==> config.mk <==
export PLATFORM = sky130hd
export DESIGN_NAME = magnitude_compare_seq
export DESIGN_NICKNAME = d
export VERILOG_FILES = /design/src/rtl/cmp_pkg.sv /design/src/rtl/magnitude_compare_seq_sat_counter.sv /design/src/rtl/magnitude_compare_seq.sv
export SDC_FILE = /design/constraint.sdc
export NUM_CORES = 1
export LEC_CHECK = 0
export ABC_AREA = 1
export BUFFER_PORTS_ARGS = -buffer_cell sky130_fd_sc_hd__buf_2
export CAP_MARGIN = 20
export CORE_ASPECT_RATIO = 0.75
export CORE_MARGIN = 1
export CORE_UTILIZATION = 50
export CTS_CLUSTER_DIAMETER = 100
export DETAILED_ROUTE_END_ITERATION = 8
export GPL_TIMING_DRIVEN = 1
export PLACE_DENSITY = 0.73
export SYNTH_ARGS = -nofsm -noshare
export SYNTH_HDL_FRONTEND = slang
export SYNTH_HIERARCHICAL = 1
export SYNTH_SLANG_ARGS = --single-unit
==> constraint.sdc <==
create_clock -name clk -period 2.1 [get_ports clk]
set_input_delay 0.42 -clock clk [delete_from_list [all_inputs] [get_ports clk]]
set_output_delay 0.42 -clock clk [all_outputs]
set_load 0.01 [all_outputs]
==> src/rtl/cmp_pkg.sv <==
// Shared types and constants for the sequential magnitude comparator and
// the display logic that consumes its results.
package cmp_pkg;

    // Controller states: wait for a request, capture operands, then compare
    typedef enum logic [1:0] {
        IDLE    = 2'd0,
        CAPTURE = 2'd1,
        COMPARE = 2'd2
    } state_t;

    // Stored outcome of the last completed compare; RES_NONE until the first one
    typedef enum logic [1:0] {
        RES_NONE = 2'd0,
        RES_EQ   = 2'd1,
        RES_GT   = 2'd2,
        RES_LT   = 2'd3
    } result_t;

    // Active-low seven-segment patterns used by the downstream hex display
    localparam logic [7:0] SEG_E     = 8'b1000_0110;
    localparam logic [7:0] SEG_L     = 8'b1100_0111;
    localparam logic [7:0] SEG_BLANK = 8'b1111_1111;

endpackage

==> src/rtl/magnitude_compare_seq_sat_counter.sv <==
// Saturating up-counter with synchronous clear. Clear has priority over
// increment, and the count sticks at all-ones instead of wrapping.
module sat_counter #(
    parameter int W = 8
) (
    input  logic         clk,
    input  logic         rst_n,
    input  logic         clr,
    input  logic         inc,
    output logic [W-1:0] q
);

    logic [W-1:0] count_q;
    logic [W-1:0] count_d;

    // Next count: clear first, otherwise step up unless already at the ceiling
    always_comb begin
        count_d = count_q;
        if (clr) begin
            count_d = '0;
        end else if (inc && (count_q != '1)) begin
            count_d = count_q + W'(1);
        end
    end

    // Count register, cleared asynchronously by reset
    always_ff @(posedge clk or negedge rst_n) begin
        if (!rst_n) begin
            count_q <= '0;
        end else begin
            count_q <= count_d;
        end
    end

    assign q = count_q;

endmodule

==> src/rtl/magnitude_compare_seq.sv <==
// Clocked magnitude comparator. A load request captures both operands and the
// signedness flag, the following cycle compares them, and the one-hot result,
// sticky valid flag, change pulse and per-outcome tallies are all registered.
module magnitude_compare_seq
    import cmp_pkg::*;
#(
    parameter int WIDTH     = 4,
    parameter int CNT_WIDTH = 8
) (
    input  logic                 clk,
    input  logic                 rst_n,
    input  logic [WIDTH-1:0]     a,
    input  logic [WIDTH-1:0]     b,
    input  logic                 signed_mode,
    input  logic                 load,
    input  logic                 clear,
    output logic                 busy,
    output logic                 valid,
    output logic                 eq,
    output logic                 gt,
    output logic                 lt,
    output logic                 changed,
    output logic [CNT_WIDTH-1:0] eq_cnt,
    output logic [CNT_WIDTH-1:0] gt_cnt,
    output logic [CNT_WIDTH-1:0] lt_cnt
);

    state_t           state_q;
    state_t           state_d;
    logic [WIDTH-1:0] opA_q;
    logic [WIDTH-1:0] opB_q;
    logic             opSigned_q;
    result_t          res_q;
    result_t          newRes;
    logic             valid_q;
    logic             changed_q;
    logic             changed_d;
    logic             captureEn;
    logic             compareDone;

    // State register; reset abandons any compare in flight
    always_ff @(posedge clk or negedge rst_n) begin
        if (!rst_n) begin
            state_q <= IDLE;
        end else begin
            state_q <= state_d;
        end
    end

    // Next state: a load is only honoured from IDLE, so requests while busy are dropped
    always_comb begin
        state_d = state_q;
        unique case (state_q)
            IDLE:    if (load) state_d = CAPTURE;
            CAPTURE: state_d = COMPARE;
            COMPARE: state_d = IDLE;
            default: state_d = IDLE;
        endcase
    end

    // Controller outputs decoded from the current state
    always_comb begin
        busy        = (state_q != IDLE);
        captureEn   = (state_q == CAPTURE);
        compareDone = (state_q == COMPARE);
    end

    // Operand capture happens one cycle after the request, so input changes
    // around the load edge itself still reach the compare
    always_ff @(posedge clk or negedge rst_n) begin
        if (!rst_n) begin
            opA_q      <= '0;
            opB_q      <= '0;
            opSigned_q <= 1'b0;
        end else if (captureEn) begin
            opA_q      <= a;
            opB_q      <= b;
            opSigned_q <= signed_mode;
        end
    end

    // Outcome of the captured operands; equality does not depend on signedness
    always_comb begin
        newRes = RES_LT;
        if (opA_q == opB_q) begin
            newRes = RES_EQ;
        end else if (opSigned_q) begin
            newRes = ($signed(opA_q) > $signed(opB_q)) ? RES_GT : RES_LT;
        end else begin
            newRes = (opA_q > opB_q) ? RES_GT : RES_LT;
        end
    end

    // Change pulse: only meaningful once a previous result exists, and clear suppresses it
    always_comb begin
        changed_d = compareDone && valid_q && (newRes != res_q) && !clear;
    end

    // Result, sticky valid and change pulse registers; clear leaves the result alone
    always_ff @(posedge clk or negedge rst_n) begin
        if (!rst_n) begin
            res_q     <= RES_NONE;
            valid_q   <= 1'b0;
            changed_q <= 1'b0;
        end else begin
            changed_q <= changed_d;
            if (compareDone) begin
                res_q   <= newRes;
                valid_q <= 1'b1;
            end
        end
    end

    assign valid   = valid_q;
    assign changed = changed_q;
    assign eq      = (res_q == RES_EQ);
    assign gt      = (res_q == RES_GT);
    assign lt      = (res_q == RES_LT);

    sat_counter #(.W(CNT_WIDTH)) uEqCnt (
        .clk  (clk),
        .rst_n(rst_n),
        .clr  (clear),
        .inc  (compareDone && (newRes == RES_EQ)),
        .q    (eq_cnt)
    );

    sat_counter #(.W(CNT_WIDTH)) uGtCnt (
        .clk  (clk),
        .rst_n(rst_n),
        .clr  (clear),
        .inc  (compareDone && (newRes == RES_GT)),
        .q    (gt_cnt)
    );

    sat_counter #(.W(CNT_WIDTH)) uLtCnt (
        .clk  (clk),
        .rst_n(rst_n),
        .clr  (clear),
        .inc  (compareDone && (newRes == RES_LT)),
        .q    (lt_cnt)
    );

endmodule

**Yosys cells after proc, flatten, opt, wreduce, memory -nomap -nowiden**

Cells that the tools add are included.

- Bits of input ports: 13
- Register bits: 39
- Output and inout port bits: 30

- Mux-type cells: 12
- Equality and inequality tests: 14
- Add/subtract/negate cells: 3
- Reductions and logical operators: 15
- Magnitude comparators: 2

Operator list:

| operator | count |
|---|---|
| $mux 8 | 6 |
| $add 8x1->8 const B | 3 |
| $ne 8x8->1 const B | 3 |
| $eq 2x2->1 const B | 5 |
| $logic_and 1x1->1 | 9 |
| $gt 4x4->1 | 2 |
| $reduce_bool 2->1 | 4 |
| $eq 2x1->1 const B | 3 |
| $eq 4x4->1 | 1 |
| $mux 2 | 2 |
| $pmux 2 s2 | 1 |
| $mux 1 | 3 |
| $logic_not 2->1 | 1 |
| $ne 2x2->1 | 1 |
| $ne 2x2->1 const B | 1 |
| $logic_not 1->1 | 1 |

**Logic depth before layout (Yosys ltp)**

Gate-level depths: netlist of the first run.

- Depth in word-level cells: 9
- Mapped depth: 16

**By module**

Netlist of the first run, hierarchy kept.

Modules (own cells, without submodules):

| module | sequential area each (µm²) | cells each | times used | area an instance (µm²) |
|---|---|---|---|---|
| sat_counter | 200.2 | 74 | 3 | 511.7 |
| magnitude_compare_seq | 375.4 | 97 | 1 | 800.8 |

**Worst setup path after synthesis of the first run**

Ideal clock, no wire load.

- Path type: reg2reg
- Start: register opA_q[3]
- End: register uLtCnt.count_q[7], in the netlist uLtCnt/q[7]
- Library setup time: 0.113 ns
- Data required time: 1.987 ns
- Path slack: 0.331 ns
- Period minus slack after synthesis: 1.769 ns
- Cell stages (with the launch flop): 14
- Data arrival time: 1.657 ns
- Cell sequence: dfrtp_1 ha_1 nand2_1 nand2_1 nor2_1 nand2_2 nand2_2 inv_2 nor2_1 inv_1 a21oi_1 nand3_1 nand2_1 inv_1

- Longest elaborated chain between the ends: 8

RTL lines:

| what | line | source |
|---|---|---|
| from (decl) | magnitude_compare_seq.sv:30 | `logic [WIDTH-1:0] opA_q;` |
| from (signal assigned) | magnitude_compare_seq.sv:72 | `opA_q <= '0;` |
| from (signal assigned) | magnitude_compare_seq.sv:76 | `opA_q <= a;` |
| $gt 4x4->1 (on tied branches) | magnitude_compare_seq.sv:90, magnitude_compare_seq.sv:88 |  |
| $mux 1 (on tied branches) | magnitude_compare_seq.sv:90, magnitude_compare_seq.sv:88 |  |
| $mux 1 | magnitude_compare_seq.sv:87 | `end else if (opSigned_q) begin` |
| $mux 2 (*) | magnitude_compare_seq.sv:85 | `if (opA_q == opB_q) begin` |
| $eq 2x2->1 (*) | magnitude_compare_seq.sv:140 | `.inc (compareDone && (newRes == RES_LT)),` |
| $logic_and 1x1->1 (*) | magnitude_compare_seq.sv:140 |  |
| $logic_and 1x1->1 (*) | magnitude_compare_seq_sat_counter.sv:21 | `end else if (inc && (count_q != '1)) begin` |
| $reduce_bool 2->1 (no line) (*) | n/a |  |
| to (signal assigned) | magnitude_compare_seq_sat_counter.sv:31 | `count_q <= count_d;` |
| to (decl) | magnitude_compare_seq_sat_counter.sv:13 | `logic [W-1:0] count_q;` |

Mark *: on every way between the ends. The rest lies on a longest branch, timed or not.
A chain may end at the register's enable or synchronous reset.

**Worst setup path in the final report of the first run**

- Start: register opA_q[3]
- End: register uEqCnt.count_q[7], in the netlist uEqCnt/q[7]

- Longest elaborated chain between the ends: 8

RTL lines:

| what | line | source |
|---|---|---|
| $gt 4x4->1 (on tied branches) | magnitude_compare_seq.sv:90, magnitude_compare_seq.sv:88 |  |
| $mux 1 (on tied branches) | magnitude_compare_seq.sv:90, magnitude_compare_seq.sv:88 |  |
| $mux 1 | magnitude_compare_seq.sv:87 |  |
| $mux 2 (*) | magnitude_compare_seq.sv:85 |  |
| $eq 2x1->1 (*) | magnitude_compare_seq.sv:124 | `.inc (compareDone && (newRes == RES_EQ)),` |
| $logic_and 1x1->1 (*) | magnitude_compare_seq.sv:124 |  |
| $logic_and 1x1->1 (*) | magnitude_compare_seq_sat_counter.sv:21 |  |
| $reduce_bool 2->1 (no line) (*) | n/a |  |
| to (signal assigned) | magnitude_compare_seq_sat_counter.sv:31 |  |
| to (decl) | magnitude_compare_seq_sat_counter.sv:13 |  |

Marked as above.

==> results_dict.tcl, run 1 <==
set metrics [dict create \
    outcome "complete, no violations" \
    clock_sinks 39 \
    synth-compound-area-share 0.07927 \
    fin_hold_ws_ns 0.07104 \
    htreeDepth 2 \
    top_layer "met4" \
    dr.first_iter.drc_count 128 \
    multi_input_area_mm2 0.001137 \
    ys.flop_type "dfrtp_1" \
    area_delta_synth_final_pct 17.14 \
    path_class "flip-flop to flip-flop" \
    clk_latency_ns 0.29 \
    comb_power_share 0.334 \
    regArea_um2 975.9 \
    fin_nets 388 \
    synth_xor_area_frac 0.003749 \
    cts_tree "yes" \
    rsz0062_at_grt "false" \
    yosys-top-cells-count "nand2_1, inv_1, dfrtp_1" \
    grt_pass1_wl_um 7672 \
    async_flop_share 1.000 \
    met3_wirelength_um 195 \
    synth_most_common_cell "nand2_1" \
    slew_viol_final 0 \
    antennaDiodeCount 0 \
    hold_violations 0 \
    synth_top_area_cell "dfrtp_1" \
    crit_path_start "opA_q[3]$_DFFE_PN0N_" \
    clkPwrFrac 0.243 \
    cp.required_ns 2.29 \
    max_stage_delay_ns 0.39 \
    p_leak_nw 1.440 \
    viasPerCell 4.887 \
    clock_skew_ns 0.007637 \
    hp-class "primary input to async pin" \
    synth_area_per_cell_um2 7.323 \
    cp-end-kind "flip-flop" \
    yosysUniqueCellTypes 25 \
    maxSlewHeadroom 0.6870 \
    postCtsHoldBufs 0 \
    synthesis.nets 339 \
    synthCells 319 \
    nFillCells 412 \
    hpwl_um 3574 \
    grt_overflow_total 0 \
    max_clock_freq_mhz 530.7 \
    drt-wirelength-per-cell_um 11.21 \
    postCtsSetupRepairBufs 0 \
    routed-via-count 2082 \
    first_pass_iters 4 \
    synth_mux_area_frac 0 \
    finalCritPeriodShare 0.8973 \
    seq_area_frac_synth 0.4178 \
    cp-start-kind "flip-flop" \
    ant_nets 0 \
    crit_arrival_ns 2.07 \
    r2r_start "opA_q[3]$_DFFE_PN0N_" \
    crit_slowest_cell "dfrtp_1" \
    peakVddDrop_mv 0.5942 \
    tightest_slew_ns 0.4696 \
    std_cell_rows 21 \
    p_switching_mw 0.8319 \
    synth_top_family_by_area "simple AND/OR/NAND/NOR gates" \
    p_int_mw 1.450 \
    cp_max_fo 6 \
    synthAdderAreaFrac 0.03749 \
    grt_max_degree 23 \
    cts-root-buf "clkbuf_8" \
    netlist_area_mm2 0.002336 \
    synth.area.top_cells "dfrtp_1, nand2_1, inv_1" \
    max_cap_viol_count 0 \
    drt_wl_total_um 4776 \
    synth_top_cell_area_share 0.4178 \
    die_x_um 80.93 \
    cts_made_buffers 5 \
    yosysWarnings 6 \
    coreArea_mm2 0.004467 \
    utilization 0.6126 \
    cts_buffer_depth 2 \
    p_per_area_mw_per_mm2 834.0 \
    drive_above_1_share 0.2358 \
    wl_met1_um 2530 \
    synth_edf_count 0 \
    port_buffers 42 \
    ios 43 \
    grt_antenna_before_repair 0 \
    grt_pass1_vias 1708 \
    dieArea_mm2 0.004952 \
    yosys.area_share.simple 0.3621 \
    switching_share 0.3645 \
    cts_resized 0 \
    start_util 0.5230 \
    setup_violations 0 \
    synth_seq_cells 39 \
    routabilityCongestion 0.8404 \
    fin_crit_ns 1.884 \
    ff2ff_path_depth 10 \
    path_cells "ha_1, nand2_1, inv_2, nand3_4, nor2_1, inv_1, a21oi_1, nand3_1, nand2_1, inv_1" \
    drc 0 \
    rr_endpoint "uEqCnt/q[7]$_DFFE_PN0P_" \
    setup_tns_ns 0 \
    critical_path.endpoint "uEqCnt/q[7]$_DFFE_PN0P_" \
    die_y_um 61.20 \
    reg2reg_slack_ns 0.22 \
    cts.clk_slew.worst_paths_ns 0.08 \
    wl_met2_um 2010 \
    seqPwrFrac 0.422 \
    track_usage 0.2038 \
]
==> worst max-delay path: cells and delay by family, from the launching register on <==
family,cells,cell delay [ns]
buffers and inverters,3,0.19
AOI/OAI and AO/OA,1,0.31
adders and majority gates,1,0.32
and+or+nand+nor,5,0.57
DFF,1,0.39
==> registers in the layout, indices dropped and copies added (netlist names) <==
signal	flops
opA_q	4
state_q	2
opSigned_q	1
opB_q	4
changed	1
uGtCnt/q	8
valid	1
uLtCnt/q	8
res_q	2
uEqCnt/q	8
==> per-stage QoR <==
step / std cells / total power [mW] / cell area (um^2) / worst slack [ns]
after global routing: 426 / 2.454 / 2736 / 0.01955
after CTS: 426 / 2.305 / 2726 / 0.1011
after global placement: 418 / 1.710 / 2626 / 0.1695
after floorplan: 319 / 1.515 / 2336 / 0.3306
final: 426 / 2.282 / 2736 / 0.2156
after detailed placement: 418 / 1.732 / 2626 / 0.1110
==> final cells by class <==
class | count | share of cell area
clock buffer | 8 | 0.03658
timing repair buffer | 43 | 0.08413
inverter | 55 | 0.08093
sequential | 39 | 0.3567
multi-input combinational | 224 | 0.4156
tap | 57 | 0.02606
==> layer usage <==
layer,global-route usage,up-vias
li1,-,1093
met1,0.2900,944
met2,0.3133,40
met3,0.04741,5
met4,0.05612,0
met5,0,-
==> worst min path at each step <==
stage	end	slack, ns	cells after the start
CTS	opA_q[0]$_DFFE_PN0N_	0.08	1
finish	opA_q[0]$_DFFE_PN0N_	0.07	1
global placement	opA_q[0]$_DFFE_PN0N_	0.41	1
floorplan	changed$_DFF_PN0_	0.12	0
global route	opA_q[0]$_DFFE_PN0N_	0.11	1
detailed placement	opA_q[0]$_DFFE_PN0N_	0.41	1
==> kinds of logic (layout without fill, tap and decap cells) <==
logic type	after synthesis	in the layout
AO/OA/AOI/OAI	31	31
XOR/XNOR	1	1
adder cells (fa/ha/maj)	7	7
buffers and inverters	56	106
flip-flops	39	39
AND/OR/NAND/NOR	185	185
==> power by group through the flow <==
stage,clock network [mW],logic (mW),registers (mW)
final,0.555,0.763,0.964
after global routing,0.607,0.866,0.981
after CTS,0.580,0.761,0.964
after detailed placement,0,0.755,0.977
after global placement,0,0.738,0.972
after floorplan,0,0.542,0.973
==> cell usage in the layout (no fill, tap or decap) <==
cell type  count
a21oi_1       10
a21oi_2        5
buf_12         1
buf_2         42
clkbuf_1       1
clkbuf_8       7
clkinv_4       3
dfrtp_1       39
ha_1           7
inv_1         47
inv_2          5
nand2_1      105
nand2_2        8
nand2_4        3
nand3_1       29
nand3_2        1
nand3_4        1
nand4_1        1
nor2_1        21
nor2_2         7
nor2_4         2
nor3_1         6
nor3_4         1
o21ai_0        2
o21ai_1        7
o21ai_2        1
o21bai_1       6
xor2_1         1
Power figures use the tool's default switching activity.
==> inputs of run 2 (changes only) <==
--- a/config.mk
+++ b/config.mk
@@ -17,5 +17,4 @@
 export PLACE_DENSITY = 0.73
 export SYNTH_ARGS = -nofsm -noshare
 export SYNTH_HDL_FRONTEND = slang
-export SYNTH_HIERARCHICAL = 1
 export SYNTH_SLANG_ARGS = --single-unit
==> constraint.sdc (replaced) <==
create_clock -name clk -period 2 [get_ports clk]
set_input_delay 0.4 -clock clk [delete_from_list [all_inputs] [get_ports clk]]
set_output_delay 0.4 -clock clk [all_outputs]
set_load 0.01 [all_outputs]
==> results_dict.tcl, run 2 <==
set metrics [dict create \
    synth_seq_cells 39 \
    outcome "complete, no violations" \
    crit_arrival_ns 1.92 \
    cp-start-kind "flip-flop" \
    drt_wl_total_um 4532 \
    start_util 0.5364 \
    seq_area_frac_synth 0.4380 \
    fin_nets 362 \
    yosysWarnings 0 \
    ys.flop_type "dfrtp_1" \
    ios 43 \
    hp-class "primary input to async pin" \
    tightest_slew_ns 0.4815 \
    area_delta_synth_final_pct 18.30 \
    yosysUniqueCellTypes 26 \
    cts_resized 0 \
    async_flop_share 1.000 \
    max_clock_freq_mhz 574.2 \
    synth_area_per_cell_um2 7.605 \
    grt_pass1_vias 1776 \
    slew_viol_final 0 \
    std_cell_rows 20 \
    fin_crit_ns 1.742 \
    setup_violations 0 \
    cts_tree "yes" \
    fin_hold_ws_ns 0.1562 \
    clock_skew_ns 0.007135 \
    drc 0 \
    synth_xor_area_frac 0.04716 \
    routed-via-count 1968 \
    p_per_area_mw_per_mm2 914.7 \
    routabilityCongestion 0.8392 \
    max_cap_viol_count 0 \
    rsz0062_at_grt "false" \
    first_pass_iters 4 \
    synthCells 293 \
    maxSlewHeadroom 0.6790 \
    finalCritPeriodShare 0.8708 \
    yosys-top-cells-count "nand2_1, dfrtp_1, inv_1" \
    p_leak_nw 1.447 \
    track_usage 0.2209 \
    grt_max_degree 40 \
    r2r_start "opA_q[3]$_DFFE_PN0N_" \
    synth_top_family_by_area "simple AND/OR/NAND/NOR gates" \
    yosys.area_share.simple 0.3756 \
    htreeDepth 2 \
    ant_nets 0 \
    final_cell_mix "nand2_1, buf_2, dfrtp_1, inv_1, nand3_1" \
    nFillCells 392 \
    peakVddDrop_mv 0.5131 \
    drive_above_1_share 0.2070 \
    cts_made_buffers 5 \
    viasPerCell 4.945 \
    path_class "flip-flop to flip-flop" \
    synth_top_cell_area_share 0.4380 \
    synth.area.top_cells "dfrtp_1, nand2_1, nand3_1" \
    layout_commonest_cell "nand2_1" \
    synth_top_area_cell "dfrtp_1" \
    cts_buffer_depth 2 \
    cts.clk_slew.worst_paths_ns 0.07 \
    grt_pass1_wl_um 7914 \
    clock_sinks 39 \
    postCtsHoldBufs 0 \
    dr.first_iter.drc_count 109 \
    synth_mux_area_frac 0 \
    synth_most_common_cell "nand2_1" \
    clk_latency_ns 0.29 \
    synth_edf_count 0 \
    synthesis.nets 313 \
    synthAdderAreaFrac 0.03930 \
    cts-root-buf "clkbuf_8" \
    crit_path_start "opA_q[3]$_DFFE_PN0N_" \
    hold_violations 0 \
    grt_overflow_total 0 \
    coreArea_mm2 0.004154 \
    port_buffers 42 \
    dieArea_mm2 0.004730 \
    die_x_um 79.09 \
    cp-end-kind "flip-flop" \
    postCtsSetupRepairBufs 0 \
    grt_antenna_before_repair 0 \
    cp.required_ns 2.18 \
    cp_max_fo 9 \
    antennaDiodeCount 0 \
    hpwl_um 3392 \
    synth-compound-area-share 0.02751 \
    die_y_um 59.82 \
    setup_tns_ns 0 \
    drt-wirelength-per-cell_um 11.39 \
    netlist_area_mm2 0.002228 \
]
[run 2: where the power goes]
part	internal, mW	leakage, nW	total (mW)	switching, mW
combinational	0.270	0.872	0.743	0.474
sequential	0.901	0.513	0.994	0.0931
clock	0.404	0.0612	0.674	0.270
[run 2: cell type report]
type | count | area [um^2] | share of cell area
Multi-Input combinational cell | 213 | 1091 | 0.4139
Sequential cell | 39 | 975.9 | 0.3702
Timing Repair Buffer | 47 | 247.7 | 0.09397
Tap cell | 55 | 68.82 | 0.02610
Clock inverter | 2 | 35.03 | 0.01329
Inverter | 36 | 135.1 | 0.05126
Clock buffer | 6 | 82.58 | 0.03132
[run 2: path summary, 6_finish.rpt]
path | endpoint | slack (ns) | cells after the start
min reg2reg | opA_q[2]$_DFFE_PN0N_ | 0.48 | 2
max | uLtCnt.q[6]$_DFFE_PN0P_ | 0.26 | 9
min in group clk | state_q[0]$_DFFE_PN0P_ | 0.31 | 3
max in group asynchronous | uGtCnt.q[2]$_DFFE_PN0P_ | 1.51 | 2
min | uGtCnt.q[7]$_DFFE_PN0P_ | 0.16 | 2
max reg2reg | uLtCnt.q[6]$_DFFE_PN0P_ | 0.26 | 9
[run 2: through the flow]
stage                     total power, mW  setup slack (ns)  cells    util  instance area (um^2)
final                               2.411            0.2584    398  0.6346                  2636
after global placement              1.733            0.3465    390  0.6063                  2519
after CTS                           2.430            0.2621    398  0.6346                  2636
after detailed placement            1.755            0.2735    390  0.6063                  2519
after global routing                2.599            0.1440    398  0.6346                  2636
after floorplan                     1.537            0.4445    293       -                  2228
[run 2: cell families after synthesis]
logic type	after synthesis
simple gates	182
buf+inv	41
flops	39
compound gates	12
xor+xnor	12
fa+ha+maj	7
[run 2: critical path, cell delays in order, from the launching register on]
cell and delay, ns:
dfrtp_1 0.38, ha_1 0.35, nor2_1 0.16, nor2_1 0.06
nand2_1 0.16, nand2_1 0.14, nand2_4 0.15, nand2_4 0.09
nand3_1 0.09, nand2_1 0.05
[run 2: metal layers]
metal	vias to the layer above	GRT usage	share of wire
li1	1015	-	-
met1	910	0.3054	0.50
met2	38	0.3473	0.44
met3	5	0.06412	0.046
met4	0	0.04675	0.0075
met5	-	0	0
